<file path="src/rtl/conv_stream_tx.sv">
// conv_stream_tx
//   Transmit side of the convolution-engine input stream. Two upstream
//   AXI-stream sources (parameters/weights and features) are merged into one
//   tagged stream for the 3x3 convolution block. Each phase starts with a
//   Control command that also samples the phase's beat count. The final beat
//   of the phase carries M_Last. Done pulses for one cycle after that beat
//   has left the output register.
//
// Ports
//   clk, rst             clock, asynchronous active-high reset
//   Control              4'b0001 = parameter phase, 4'b0010 = feature phase
//   Para_Len, Feat_Len   beat counts, sampled with the start command
//   P_Data/P_Valid/P_Ready   parameter source (route tag 2'b00)
//   F_Data/F_Valid/F_Ready   feature source   (route tag 2'b01)
//   M_Data/M_Dest/M_Last/M_Valid/M_Ready   merged output stream
//   Busy                 high whenever a phase is in progress
//   Done                 one-cycle pulse at the end of a phase
module conv_stream_tx #(
  parameter int DATA_WIDTH = 128,
  parameter int WIDTH_LEN  = 20
) (
  input  logic                  clk,
  input  logic                  rst,
  input  logic [3:0]            Control,
  input  logic [WIDTH_LEN-1:0]  Para_Len,
  input  logic [WIDTH_LEN-1:0]  Feat_Len,
  input  logic [DATA_WIDTH-1:0] P_Data,
  input  logic                  P_Valid,
  output logic                  P_Ready,
  input  logic [DATA_WIDTH-1:0] F_Data,
  input  logic                  F_Valid,
  output logic                  F_Ready,
  output logic [DATA_WIDTH-1:0] M_Data,
  output logic [1:0]            M_Dest,
  output logic                  M_Last,
  output logic                  M_Valid,
  input  logic                  M_Ready,
  output logic                  Busy,
  output logic                  Done
);

  typedef enum logic [1:0] {IDLE, PARA, FEAT, DRAIN} state_t;

  localparam logic [WIDTH_LEN-1:0] LEN_ZERO = '0;
  localparam logic [WIDTH_LEN-1:0] LEN_ONE  = WIDTH_LEN'(1);

  state_t                state_q, state_d;
  logic [WIDTH_LEN-1:0]  cnt_q, cnt_d;
  logic [1:0]            dest_q, dest_d;
  logic [DATA_WIDTH-1:0] m_data_q, m_data_d;
  logic [1:0]            m_dest_q, m_dest_d;
  logic                  m_last_q, m_last_d;
  logic                  m_valid_q, m_valid_d;
  logic                  done_q, done_d;

  logic out_free;
  logic p_accept;
  logic f_accept;
  logic beat_accept;

  // The single output register can take a new beat when it is empty or its
  // current beat is leaving this cycle. Ready never looks at the source's
  // own valid, so there is no valid->ready combinational loop upstream.
  assign out_free    = !m_valid_q || M_Ready;
  assign P_Ready     = (state_q == PARA) && (cnt_q != LEN_ZERO) && out_free;
  assign F_Ready     = (state_q == FEAT) && (cnt_q != LEN_ZERO) && out_free;
  assign p_accept    = P_Valid && P_Ready;
  assign f_accept    = F_Valid && F_Ready;
  assign beat_accept = p_accept || f_accept;

  assign M_Data  = m_data_q;
  assign M_Dest  = m_dest_q;
  assign M_Last  = m_last_q;
  assign M_Valid = m_valid_q;
  assign Busy    = (state_q != IDLE);
  assign Done    = done_q;

  always_comb begin
    state_d   = state_q;
    cnt_d     = cnt_q;
    dest_d    = dest_q;
    m_data_d  = m_data_q;
    m_dest_d  = m_dest_q;
    m_last_d  = m_last_q;
    m_valid_d = m_valid_q;
    done_d    = 1'b0;

    // Output stage: an accepted beat always wins over draining, which gives
    // full throughput when the consumer keeps M_Ready high.
    if (beat_accept) begin
      m_data_d  = p_accept ? P_Data : F_Data;
      m_dest_d  = dest_q;
      m_last_d  = (cnt_q == LEN_ONE);
      m_valid_d = 1'b1;
      cnt_d     = cnt_q - LEN_ONE;
    end else if (m_valid_q && M_Ready) begin
      m_valid_d = 1'b0;
      m_last_d  = 1'b0;
    end

    unique case (state_q)
      IDLE: begin
        if (Control == 4'b0001) begin
          dest_d = 2'b00;
          cnt_d  = Para_Len;
          if (Para_Len == LEN_ZERO) done_d = 1'b1;
          else                      state_d = PARA;
        end else if (Control == 4'b0010) begin
          dest_d = 2'b01;
          cnt_d  = Feat_Len;
          if (Feat_Len == LEN_ZERO) done_d = 1'b1;
          else                      state_d = FEAT;
        end
      end
      PARA, FEAT: begin
        if (beat_accept && (cnt_q == LEN_ONE)) state_d = DRAIN;
      end
      DRAIN: begin
        // The phase ends only once the marked last beat is taken downstream.
        if (m_valid_q && M_Ready && m_last_q) begin
          done_d  = 1'b1;
          state_d = IDLE;
        end
      end
      default: state_d = IDLE;
    endcase
  end

  always_ff @(posedge clk or posedge rst) begin
    if (rst) begin
      state_q   <= IDLE;
      cnt_q     <= '0;
      dest_q    <= 2'b00;
      m_data_q  <= '0;
      m_dest_q  <= 2'b00;
      m_last_q  <= 1'b0;
      m_valid_q <= 1'b0;
      done_q    <= 1'b0;
    end else begin
      state_q   <= state_d;
      cnt_q     <= cnt_d;
      dest_q    <= dest_d;
      m_data_q  <= m_data_d;
      m_dest_q  <= m_dest_d;
      m_last_q  <= m_last_d;
      m_valid_q <= m_valid_d;
      done_q    <= done_d;
    end
  end

endmodule

</file>
<file path="config.mk">
export PLATFORM = sky130hd
export DESIGN_NAME = conv_stream_tx
export DESIGN_NICKNAME = d
export VERILOG_FILES = /design/src/rtl/conv_stream_tx.sv
export SDC_FILE = /design/constraint.sdc
export NUM_CORES = 1
export LEC_CHECK = 0
export CORE_AREA = 2 2 169 171
export CTS_BUF_LIST = sky130_fd_sc_hd__clkbuf_4
export CTS_CLUSTER_DIAMETER = 30
export DETAILED_ROUTE_END_ITERATION = 7
export DIE_AREA = 0 0 171 173
export SLEW_MARGIN = 10
export SYNTH_ARGS = -nofsm -noshare
export SYNTH_HDL_FRONTEND = slang
export SYNTH_SLANG_ARGS = --single-unit
</file>
<file path="constraint.sdc">
create_clock -name clk -period 12.6 [get_ports clk]
set_clock_uncertainty 0.1 [all_clocks]
set_input_delay 1.26 -clock clk [delete_from_list [all_inputs] [get_ports clk]]
set_output_delay 1.26 -clock clk [all_outputs]
set_load 0.03 [all_outputs]
</file>
==> impl_results.md <==
* DRT iter0 DRCs at around 440
* Post-synth ARST share at 1.00
* Drt pass-1 iters at 5
* Critical path launch point type: flop
* Run status: complete, no violations
* Rel. slew slack at 0.303
* Worst hold path type: reg2reg
* Worst-Margin Slew at 1.05 ns
* Via density at 4.59
* Layout fillers at roughly 2700
* Reg2reg setup slack at approximately 9.0 ns
* Clk slew on worst S/H paths at roughly 0.13 ns
* VDD IR max at 98.6 uV
* Post-CTS Hold Buffers at 0
* Endpoint type of the worst setup path: output port
* Root buf cell: clkbuf_4
* CTS resizes at 0
* Most frequent cells in the layout: clkdlybuf4s50_1 (439), dfrtp_1 (155), nand2_1 (142), mux2i_1 (129), o21ai_1 (118)
* CP peak stage delay at between 0.5 and 0.6 ns
* Hold Path Stages at 2
* Area Growth Syn to Fin at 64.2%
* Routed vias at between 7000 and 8000
* Reg-to-reg startpoint: cnt_q[5]
* R2R depth at 6
* Drt total wl at 28.7 mm
* Global-route wire length before repair at around 43 mm
* Critical Path AT at approximately 3 ns
* Top Ports at about 440
* CP Cell Sequence: or4_4 -> nor3_4 -> nand2_1 -> and3_1 -> clkdlybuf4s50_1
* HPWL Detailed at between 20 and 25 mm
* GR Overflow Total at 0
* # rows at a little over 60
* Total GRT Usage at 0.190
* Min-delay src: M_Data[97]
* RSZ-0062 raised after global routing: no
* Vias in the first global route at around 7300
* Antenna Nets Post-Route at 0
* Starting Density at 0.282
* Max-Cap Viols at 0
* Cell area power density at 227 nW/um2
* Syn Inst Count at 780
* Die area at ~30000 um2
* Sequential fraction of the synthesis area at 0.498
* CTS tree: yes
* Pleak at between 5 and 6 nW
* Die width at between 150 and 200 um
* Internal power at approximately 1.6 mW
* Layout Nets at about 1500
* Yosys reg bits at 155
* Setup violators final at 0
* CP max FO at 12
* Routability cong. at around 0.84
* Hold endpoint: M_Data[97]
* TritonCTS Buffers at 17
* I/O Buffers at approximately 440
* Wire per inst at around 18 um
* Clk pwr share at 0.117
* Max Slew Vio Count at 0
* Hold slack at 0.399 ns
* Reg2reg end: cnt_q[1]
* Combinational share of power at 0.576
* Pin count of the biggest net entering global routing at about 120
* Worst skew pair latency at approximately 0.56 ns
* Syn Std Cell Area at ~7800 um2
* Number of synthesized flops with an enable pin at 0
* Crit path time final at between 4 and 5 ns
* DP Area at 12500 um2
* Worst path required time at around 11 ns
* DRC viols at 0
* Most common cell after layout, fill and taps aside: clkdlybuf4s50_1
* Initial antenna violation count at 1
* Setup bufs post-CTS at 0
* Design Area, Final at between 10000 and 15000 um2
* Switching Share at 0.463
* Post-Syn Nets at ~1100
* Flop pwr share at 0.307
* Clock tree buffer depth at 2
* Tcrit/Tclk final at 0.351
* CP max stage cell: or4_4
* Clk sinks at approximately 160
* Library cells used by synthesis at 54
* Hold Fails Final Rpt at 0
* Layout cells sized above 1 at 0.0416
* CP startpoint: cnt_q[5]
* Mean Syn Cell Area at approximately 10 um2
* Main flop type after synthesis: dfrtp_1
* Net Sw Power at 1.35 mW
* Setup TNS at 0 ns
* WS Path Type: reg2out
* Yosys warnings at 0
* Max Freq at ~230 MHz
* Die Y at ~170 um
* Core Area at ~28000 um2
* Htree depth at 4
-- registers in the layout, summed over array words and instances, names as in the netlist --
name	count
Done	1
M_Data	128
M_Dest	1
M_Last	1
M_Valid	1
cnt_q	20
dest_q	1
state_q	2
-- per-stage QoR --
step	total power [mW]	std cells	utilization	worst slack (ns)
6_report	2.90	1582	0.463	8.18
2_1_floorplan	1.89	780	-	7.06
4_1_cts	2.95	1581	0.463	8.10
5_1_grt	3.10	1582	0.463	8.01
3_3_place_gp	2.57	1549	0.451	8.36
3_5_place_dp	2.60	1549	0.451	8.29
-- synth_stat cells, types with 3 or more instances --
cell type | number | area, um2
dfrtp_1 | 155 | 3880
nand2_1 | 143 | 537
mux2i_1 | 129 | 1290
o21ai_1 | 118 | 591
clkbuf_1 | 32 | 120
a22oi_1 | 18 | 135
o21ai_0 | 17 | 85.1
buf_2 | 16 | 80.1
nor2_1 | 16 | 60.1
nor4_1 | 14 | 87.6
nand3_1 | 13 | 65.1
inv_1 | 9 | 33.8
ha_1 | 7 | 87.6
o22ai_1 | 7 | 43.8
a21oi_1 | 6 | 30.0
or4_1 | 6 | 45.0
buf_4 | 5 | 37.5
nand4_1 | 5 | 31.3
o211ai_1 | 5 | 37.5
xnor2_1 | 5 | 43.8
and3_1 | 4 | 25.0
a211oi_1 | 3 | 22.5
and2_1 | 3 | 18.8
nor3_1 | 3 | 15.0
-- worst max-delay path: cells and delay by family (launching register included) --
family / cells / cell delay [ns]
flops: 1 / 0.45
buf+inv: 1 / 0.59
simple gates: 4 / 1.49
-- layout make-up --
cell class,instances,area [um2],share of cell area
timing repair buffer,445,4440,0.347
sequential,155,3880,0.303
multi-input combinational,562,3640,0.284
tap,378,473,0.0370
clock inverter,14,178,0.0139
clock buffer,18,135,0.0106
inverter,9,38.8,0.00303
antenna,1,2.50,0.000196
-- how the worst max path moves through the flow --
stage	to	slack (ns)	cells past startpoint
2_1_floorplan	Done	7.06	1
4_1_cts	F_Ready	8.10	5
6_report	F_Ready	8.18	5
3_3_place_gp	P_Ready	8.36	4
5_1_grt	F_Ready	8.01	5
3_5_place_dp	cnt_q[1]	8.29	7
-- power by group through the flow --
stage	combinational (mW)	sequential, mW	clock [mW]
3_5_place_dp	1.70	0.901	0
5_1_grt	1.80	0.923	0.375
6_report	1.67	0.893	0.339
3_3_place_gp	1.68	0.891	0
2_1_floorplan	0.610	1.28	0
4_1_cts	1.70	0.894	0.355
-- cells by family (layout without fill, tap and decap cells) --
kind of cell	count (synthesis)	count (layout)	synth area share
compound gates	190	190	0.139
xor+xnor	7	7	0.00788
fa+ha+maj	7	7	0.0113
buf+inv	63	486	0.0363
flops	155	155	0.498
mux	130	130	0.167
other cells	1	2	0.000482
simple gates	227	227	0.139
-- routing by layer --
layer / vias to the layer above / share of wire / track usage
li1: 3626 / - / -
met1: 3354 / 0.40 / 0.221
met2: 257 / 0.52 / 0.348
met3: 20 / 0.067 / 0.0426
met4: 0 / 0.012 / 0.0473
met5: - / 0 / 0
(Power assumes the default switching activity.)
